### config.mk
export PLATFORM = sky130hd
export DESIGN_NAME = ps2_key_rx
export DESIGN_NICKNAME = d
export VERILOG_FILES = /design/src/rtl/ps2_pkg.sv /design/src/rtl/ps2_clock_filter.sv /design/src/rtl/ps2_key_rx.sv
export SDC_FILE = /design/constraint.sdc
export NUM_CORES = 1
export LEC_CHECK = 0
export ABC_AREA = 1
export BUFFER_PORTS_ARGS = -buffer_cell sky130_fd_sc_hd__buf_2
export CAP_MARGIN = 5
export CORE_MARGIN = 2
export CORE_UTILIZATION = 60
export DETAILED_ROUTE_END_ITERATION = 16
export GPL_ROUTABILITY_DRIVEN = 0
export PLACE_DENSITY = 0.78
export SETUP_SLACK_MARGIN = 0.02
export SLEW_MARGIN = 20
export SYNTH_ARGS = -nofsm -noshare
export SYNTH_HDL_FRONTEND = slang
export SYNTH_SLANG_ARGS = --single-unit
### constraint.sdc
create_clock -name clk_pixel -period 2.6 [get_ports clk_pixel]
set_input_delay 0.52 -clock clk_pixel [delete_from_list [all_inputs] [get_ports clk_pixel]]
set_output_delay 0.52 -clock clk_pixel [all_outputs]
set_load 0.1 [all_outputs]
### src/rtl/ps2_pkg.sv
// Shared PS/2 receiver definitions: FSM states, scancode constants, direction encodings.
package ps2_pkg;

  typedef enum logic [1:0] {
    ST_IDLE   = 2'd0,
    ST_DATA   = 2'd1,
    ST_PARITY = 2'd2,
    ST_STOP   = 2'd3
  } ps2_state_e;

  localparam logic [7:0] SC_EXT   = 8'hE0;
  localparam logic [7:0] SC_REL   = 8'hF0;
  localparam logic [7:0] SC_UP    = 8'h75;
  localparam logic [7:0] SC_DOWN  = 8'h72;
  localparam logic [7:0] SC_LEFT  = 8'h6B;
  localparam logic [7:0] SC_RIGHT = 8'h74;

  localparam int DIR_UP_BIT    = 3;
  localparam int DIR_DOWN_BIT  = 2;
  localparam int DIR_LEFT_BIT  = 1;
  localparam int DIR_RIGHT_BIT = 0;

  localparam logic [3:0] DIR_UP    = 4'b1000;
  localparam logic [3:0] DIR_DOWN  = 4'b0100;
  localparam logic [3:0] DIR_LEFT  = 4'b0010;
  localparam logic [3:0] DIR_RIGHT = 4'b0001;

  // Arrow scancode to one-hot direction; zero for anything that is not an arrow.
  function automatic logic [3:0] dir_of_code(input logic [7:0] code);
    case (code)
      SC_UP:    dir_of_code = DIR_UP;
      SC_DOWN:  dir_of_code = DIR_DOWN;
      SC_LEFT:  dir_of_code = DIR_LEFT;
      SC_RIGHT: dir_of_code = DIR_RIGHT;
      default:  dir_of_code = 4'b0000;
    endcase
  endfunction

  // Direction pointing the other way along the same axis.
  function automatic logic [3:0] dir_opposite(input logic [3:0] d);
    case (d)
      DIR_UP:    dir_opposite = DIR_DOWN;
      DIR_DOWN:  dir_opposite = DIR_UP;
      DIR_LEFT:  dir_opposite = DIR_RIGHT;
      DIR_RIGHT: dir_opposite = DIR_LEFT;
      default:   dir_opposite = 4'b0000;
    endcase
  endfunction

endpackage

### src/rtl/ps2_clock_filter.sv
// Synchronises the PS/2 lines and debounces the clock; emits a one-cycle pulse on each
// filtered falling edge together with the synchronised data line.
module ps2_clock_filter #(
  parameter int C_filter = 4
) (
  input  logic clk_pixel,
  input  logic reset,
  input  logic ps2_clk,
  input  logic ps2_data,
  output logic clk_fall,
  output logic data_sync
);

  localparam int CW = $clog2(C_filter + 1);

  logic [1:0]    clk_meta;
  logic [1:0]    data_meta;
  logic          clk_filt;
  logic [CW-1:0] run_cnt;

  // Two-stage synchronisers (idle-high), then a run-length filter on the clock level.
  always_ff @(posedge clk_pixel) begin
    if (reset) begin
      clk_meta  <= 2'b11;
      data_meta <= 2'b11;
      clk_filt  <= 1'b1;
      run_cnt   <= '0;
      clk_fall  <= 1'b0;
    end else begin
      clk_meta  <= {clk_meta[0], ps2_clk};
      data_meta <= {data_meta[0], ps2_data};
      clk_fall  <= 1'b0;
      if (clk_meta[1] != clk_filt) begin
        if (run_cnt == CW'(C_filter - 1)) begin
          clk_filt <= clk_meta[1];
          run_cnt  <= '0;
          clk_fall <= clk_filt;
        end else begin
          run_cnt <= run_cnt + 1'b1;
        end
      end else begin
        run_cnt <= '0;
      end
    end
  end

  assign data_sync = data_meta[1];

endmodule

### src/rtl/ps2_key_rx.sv
// PS/2 keyboard receiver: frames bytes, folds E0/F0 prefixes into flags, and tracks
// a snake-style arrow direction that cannot reverse onto itself.
module ps2_key_rx
  import ps2_pkg::*;
#(
  parameter int C_filter  = 4,
  parameter int C_timeout = 25000
) (
  input  logic       clk_pixel,
  input  logic       reset,
  input  logic       ps2_clk,
  input  logic       ps2_data,
  output logic [7:0] scancode,
  output logic       scancode_valid,
  output logic       extended,
  output logic       released,
  output logic       rx_error,
  output logic [3:0] direction
);

  localparam int TW = $clog2(C_timeout + 1);

  logic          clk_fall;
  logic          data_s;
  ps2_state_e    state;
  logic [2:0]    bit_cnt;
  logic [7:0]    shreg;
  logic          par_bit;
  logic [TW-1:0] tmo_cnt;
  logic          pend_ext;
  logic          pend_rel;
  logic          frame_ok;
  logic [3:0]    dir_req;

  ps2_clock_filter #(.C_filter(C_filter)) u_filt (
    .clk_pixel (clk_pixel),
    .reset     (reset),
    .ps2_clk   (ps2_clk),
    .ps2_data  (ps2_data),
    .clk_fall  (clk_fall),
    .data_sync (data_s)
  );

  // Stop bit is the live sample; parity is odd over data plus parity bit.
  assign frame_ok = data_s & (^{shreg, par_bit});
  assign dir_req  = dir_of_code(shreg);

  // Frame FSM with an inactivity timeout that silently drops partial frames.
  always_ff @(posedge clk_pixel) begin
    if (reset) begin
      state   <= ST_IDLE;
      bit_cnt <= '0;
      shreg   <= '0;
      par_bit <= 1'b0;
      tmo_cnt <= '0;
    end else if (clk_fall) begin
      tmo_cnt <= '0;
      case (state)
        ST_IDLE: begin
          if (!data_s) begin
            state   <= ST_DATA;
            bit_cnt <= '0;
          end
        end
        ST_DATA: begin
          shreg   <= {data_s, shreg[7:1]};
          bit_cnt <= bit_cnt + 3'd1;
          if (bit_cnt == 3'd7) state <= ST_PARITY;
        end
        ST_PARITY: begin
          par_bit <= data_s;
          state   <= ST_STOP;
        end
        default: state <= ST_IDLE;
      endcase
    end else if (state != ST_IDLE) begin
      if (tmo_cnt == TW'(C_timeout - 1)) begin
        state   <= ST_IDLE;
        tmo_cnt <= '0;
      end else begin
        tmo_cnt <= tmo_cnt + 1'b1;
      end
    end else begin
      tmo_cnt <= '0;
    end
  end

  // Byte decode at the stop-bit edge: prefixes, strobe, error pulse and direction.
  always_ff @(posedge clk_pixel) begin
    if (reset) begin
      scancode       <= 8'h00;
      scancode_valid <= 1'b0;
      extended       <= 1'b0;
      released       <= 1'b0;
      rx_error       <= 1'b0;
      pend_ext       <= 1'b0;
      pend_rel       <= 1'b0;
      direction      <= DIR_RIGHT;
    end else begin
      scancode_valid <= 1'b0;
      rx_error       <= 1'b0;
      if (clk_fall && state == ST_STOP) begin
        if (!frame_ok) begin
          rx_error <= 1'b1;
          pend_ext <= 1'b0;
          pend_rel <= 1'b0;
        end else if (shreg == SC_EXT) begin
          pend_ext <= 1'b1;
        end else if (shreg == SC_REL) begin
          pend_rel <= 1'b1;
        end else begin
          scancode       <= shreg;
          extended       <= pend_ext;
          released       <= pend_rel;
          scancode_valid <= 1'b1;
          pend_ext       <= 1'b0;
          pend_rel       <= 1'b0;
          if (pend_ext && !pend_rel && dir_req != 4'b0000 &&
              dir_req != dir_opposite(direction))
            direction <= dir_req;
        end
      end
    end
  end

endmodule

# Word-level counts from Yosys, hierarchy flattened
# Cells that the tools add are included.
[classes]
eq_ne = 23
add_sub_neg = 3
bitwise = 8
reduce_logical = 26
mux = 23
[ops]
columns = ["op", "count"]
rows = [
  ["$eq A8 B7 Y1 const B", 4],
  ["$pmux W4 S4", 2],
  ["$mux W4", 5],
  ["$eq A8 B8 Y1 const B", 2],
  ["$add A15 B1 Y15 const B", 1],
  ["$eq A15 B15 Y1 const B", 1],
  ["$mux W2", 5],
  ["$reduce_and A2 Y1", 5],
  ["$ne A3 B3 Y1 const B", 3],
  ["$reduce_xor A9 Y1", 1],
  ["$mux W1", 8],
  ["$reduce_and A4 Y1", 2],
  ["$reduce_bool A2 Y1", 4],
  ["$reduce_or A4 Y1", 2],
  ["$not A1 Y1", 7],
  ["$add A3 B1 Y3 const B", 2],
  ["$pmux W2 S3", 1],
  ["$pmux W3 S2", 1],
  ["$reduce_or A3 Y1", 2],
  ["$reduce_and A5 Y1", 1],
  ["$eq A2 B2 Y1 const B", 2],
  ["$eq A4 B1 Y1 const B", 1],
  ["$eq A4 B2 Y1 const B", 1],
  ["$eq A4 B3 Y1 const B", 1],
  ["15 further kinds", 19],
]
[totals]
input_bits = 4
word_cells = 101
out_inout_bits = 16
regBits = 56

# Longest topological paths before layout
[logic_depth]
ltp_word = 10
mapped_depth = 14
ltp_nobuf = 14

# Modules after synthesis
# A second synthesis with hierarchy kept.
[unflattened]
hier_cells = 362
hier_area_um2 = 2587.5
[modules_own_cells]
columns = ["mod", "area_each_um2", "seq_area_each_um2", "cells_each", "n_inst"]
rows = [
  ["ps2_key_rx", 2298.5, 940.9, 333, 1],
  ["ps2_clock_filter", 289.0, 180.2, 29, 1],
]

# Least setup slack after synthesis
# Ideal clock, no wire load.
[synth_path]
path_kind = "register to register"
from = "register direction[3]"
to = "register direction[1]"
path_buffers = 0
period_less_slack_ps = 2018
setup_slack_ps = 582
setup_time_ps = 117
required_time_ps = 2483
t_arrival_ps = 1901
stages_incl_launch_ff = 14
cell_sequence = "dfxtp_1 > inv_1 > nand2_1 > nor2_1 > nand3_1 > nand2_1 > nand2_1 > inv_1 > nand2_1 > nand2_1 > nor2_4 > nand2_1 > nand2_1 > nor2_1"
[synth_between]
elab_chain_len = 10
elab_cells_between_ends = 13
classes_between = "eq/ne: 5; mux: 6; reduce/logical: 2"
[synth_rtl]
columns = ["element", "line", "source"]
rows = [
  ["from (decl)", "ps2_key_rx.sv:18", "output logic [3:0] direction"],
  ["from (signal assigned)", "ps2_key_rx.sv:120", "direction <= dir_req;"],
  ["$eq A4 B1 Y1, or another cell as far along", "ps2_pkg.sv:41", "case (d)"],
  ["$pmux W4 S4 (*)", "ps2_pkg.sv:41", ""],
  ["$mux W4 (*)", "ps2_key_rx.sv:109", "end else if (shreg == SC_REL) begin"],
  ["$mux W4 (*)", "ps2_key_rx.sv:107", "end else if (shreg == SC_EXT) begin"],
  ["$mux W4 (*)", "ps2_key_rx.sv:103", "if (!frame_ok) begin"],
  ["$mux W4 (*)", "ps2_key_rx.sv:102", "if (clk_fall && state == ST_STOP) begin"],
  ["$mux W4 (*)", "ps2_key_rx.sv:90", "if (reset) begin"],
  ["$ne A4 B4 Y1 (*)", "ps2_key_rx.sv:119", "dir_req != dir_opposite(direction))"],
  ["$logic_and A1 B1 Y1 (*)", "ps2_key_rx.sv:118", "if (pend_ext && !pend_rel && dir_req != 4'b0000 &&"],
  ["$reduce_and A5 Y1 (no source line) (*)", "n/a", ""],
]
# Mark *: on every way between the ends. The rest lies on a longest branch, timed or not. The select of a mux whose other input is x is not followed.
# A chain may end at the register's enable or synchronous reset.

# Final worst setup path
[layout_path]
from = "register shreg[3]"
to = "register direction[2]"
[layout_between]
elab_chain_len = 6
elab_cells_between_ends = 16
classes_between = "eq/ne: 7; mux: 1; bitwise: 3; reduce/logical: 5"
[layout_rtl]
columns = ["element", "line", "source"]
rows = [
  ["from (decl)", "ps2_key_rx.sv:27", "logic [7:0] shreg;"],
  ["from (signal assigned)", "ps2_key_rx.sv:66", "shreg <= {data_s, shreg[7:1]};"],
  ["$eq A8 B7 Y1", "ps2_pkg.sv:30", "case (code)"],
  ["$pmux W4 S4", "ps2_pkg.sv:30", ""],
  ["$reduce_bool A4 Y1", "ps2_key_rx.sv:118", ""],
  ["$logic_and A1 B1 Y1 (2 in a row)", "ps2_key_rx.sv:118", ""],
  ["$reduce_and A5 Y1 (no source line)", "n/a", ""],
]
# Several ways; a longest one is shown, not always the timed one.

==> flow_metrics.tcl <==
set metrics [dict create \
    cts_inserted_buffers 5 \
    fp.coreArea_sq_um 4264 \
    synth.most_common_cell "nand2_1" \
    clkTransAtPathRegs_ns 0.09 \
    setup_violations 0 \
    track_usage_pct 20.45 \
    synth_commonest_cells "84 x nand2_1, 56 x dfxtp_1, 53 x inv_1, 40 x nor2_1, 30 x a21oi_1" \
    final_antenna_net_count 0 \
    fp.dieH_microns 70.07 \
    rows 24 \
    tritoncts "done" \
    antenna_found_initial 0 \
    setup-tns-final_ns 0 \
    hold_path_class "input pin to flip-flop" \
    fmax_mhz 497.0 \
    area_growth_pct 8.552 \
    antenna_cells 0 \
    hold_violations 0 \
    yosys-top-cells-area "dfxtp_1 43%, nand2_1 12%, inv_1 7.6%, a21oi_1 5.7%, nor2_1 5.7%" \
    period_minus_slack_ns 2.012 \
    finClkSkew_ns 0.006839 \
    crit_slowest_cell "dfxtp_1" \
    p_per_area_nw_per_um2 472.6 \
    path_max_fanout 23 \
    status "completed" \
    num_vias 2216 \
    critPathRequiredTime_ns 2.81 \
    drt_wl_total_microns 4772 \
    synth_top_area_share_pct 42.81 \
    root_buffer "clkbuf_8" \
    ys_warn_count 0 \
    synth_area_sq_um 2619 \
    h-tree-depth 2 \
    yosys_most_used_dff "dfxtp_1" \
    dp_slack_ns 0.6125 \
    synth_largest_area_cell "dfxtp_1" \
    cts_max_path_buffers 2 \
    syn-instance-count 365 \
    drtPass1Iterations 4 \
    drv_cap 0 \
    final_max_slew_viol_count 0 \
    min_from "ps2_data" \
    ir_worst_vdd_mv 0.3740 \
    clock_latency_ns 0.30 \
    synthArstFlopShare_pct 0 \
    cts_setup_buffers 0 \
    cts_sinks 56 \
    end_kind "flip-flop" \
    start_util_pct 61.41 \
    path_buf_inv 1 \
    r2r_start "shreg[3]" \
    setup_slack_ns 0.5880 \
    synth_seq_cells 56 \
    crit_type "flip-flop to flip-flop" \
    dieArea_sq_um 4909 \
    first_global_vias 1934 \
    drt_iter0_drc 163 \
    crit_top_cell "nand2_1" \
    cp_slowest_stage_delay_ns 0.47 \
    ys_seq_area_share_pct 42.81 \
    cp-startpoint "shreg[3]" \
    fin_crit_sh_pct 77.38 \
    hpwl_microns 3586 \
    grt_pass1_wl_microns 8252 \
    post_cts_resized 0 \
    startpoint_type "flip-flop" \
    worst_pin_slew_ns 0.5418 \
    synth_nets 379 \
    num_io_pins 20 \
    syn_area_per_cell_sq_um 7.175 \
    cp_top_family "simple AND/OR/NAND/NOR gates" \
    cts_hold_buf 0 \
    post_synth_num_cell_types 33 \
    via_per_inst 5.059 \
    grt_start_max_net_pins 26 \
    p_total_w 0.001343 \
    dieWidth_microns 70.07 \
    cp_cell_sequence "inv_2, nand2_1, nor2_1, nand2_1, nand2_1, nor2_1, nand3_2, nor2_4, nand2_1, nand2_1, nor2_1" \
    fin_nets 399 \
    rsz0062_at_grt "false" \
    wire_per_inst_microns 10.89 \
    synth_edf_count 0 \
    slew_headroom_pct 63.77 \
    drive_above_1_share_pct 10.36 \
    post-route-util_pct 66.67 \
    grt-ovfl-total 0 \
    leakagePower_nw 1.226 \
    port_buffers 19 \
    arrival_ns 2.22 \
    drc 0 \
]
[layout make-up]
type	count	area [sq um]
Sequential cell	56	1121
Tap cell	52	65.06
Timing Repair Buffer	20	102.6
Multi-Input combinational cell	248	1264
Inverter	54	202.7
Clock buffer	5	68.82
Fill cell	388	1421
Clock inverter	3	18.77
[state kept, by name, summed over array words and instances, names as in the netlist]
register / cells
pend_ext: 1
state: 2
released: 1
shreg: 8
tmo_cnt: 15
u_filt.clk_meta: 2
rx_error: 1
extended: 1
u_filt.clk_filt: 1
u_filt.data_meta: 2
u_filt.clk_fall: 1
scancode: 8
u_filt.run_cnt: 3
direction: 4
bit_cnt: 3
pend_rel: 1
scancode_valid: 1
par_bit: 1
[cell families after synthesis]
family                   synth area share (%)
AND/OR/NAND/NOR                         28.33
AO/OA/AOI/OAI                           13.47
buffers and inverters                   8.934
flip-flops                              42.81
adder cells (fa/ha/maj)                 4.778
XOR/XNOR                                1.673
[cell usage in the layout (no fill, tap or decap), drive strengths merged, types with 6 or more instances in the layout]
master / synthesis / layout
ha: 10 / 10
o21ai: 27 / 27
a21oi: 30 / 30
dfxtp: 56 / 56
or2: 6 / 6
nor2: 42 / 42
inv: 54 / 54
nand3: 16 / 16
nand2: 85 / 85
buf: 2 / 20
[final timing paths]
kind	to	slack [ns]	cells past startpoint
max	direction[2]	0.59	11
min	u_filt.data_meta[0]	0.39	2
max reg2reg	direction[2]	0.59	11
min reg2reg	u_filt.clk_meta[1]	0.42	1
[worst register-to-register path: stages, from the launching register on]
cell and delay, ns:
dfxtp_1 0.47, inv_2 0.10, nand2_1 0.13, nor2_1 0.05
nand2_1 0.08, nand2_1 0.07, nor2_1 0.18, nand3_2 0.37
nor2_4 0.30, nand2_1 0.08, nand2_1 0.06, nor2_1 0.04
[per-layer routing]
| layer | up-vias | track usage [%] | part of all wire, % |
|---|---|---|---|
| met5 | - | 0 | 0 |
| met4 | 0 | 6.624 | 0.98 |
| met3 | 5 | 3.030 | 4.4 |
| met2 | 51 | 32.91 | 43 |
| met1 | 953 | 28.35 | 51 |
| li1 | 1207 | - | - |
[where the power goes]
part / total (W) / switching (W) / internal, W
clock: 0.000457 / 0.000269 / 0.000188
combinational: 0.0000240 / 0.0000151 / 0.00000888
sequential: 0.000862 / 0.00000193 / 0.000860
total: 0.00134 / 0.000286 / 0.00106
[stage by stage]
stage                     cell area [sq um]  hold WS (ns)  cells
after global routing                   2843        0.3881    438
after global placement                 2755        0.3985    430
after detailed placement               2755        0.3998    430
after CTS                              2843        0.3894    438
final                                  2843        0.3949    438
after floorplan                        2619        0.3895    365
(Power assumes the default switching activity.)
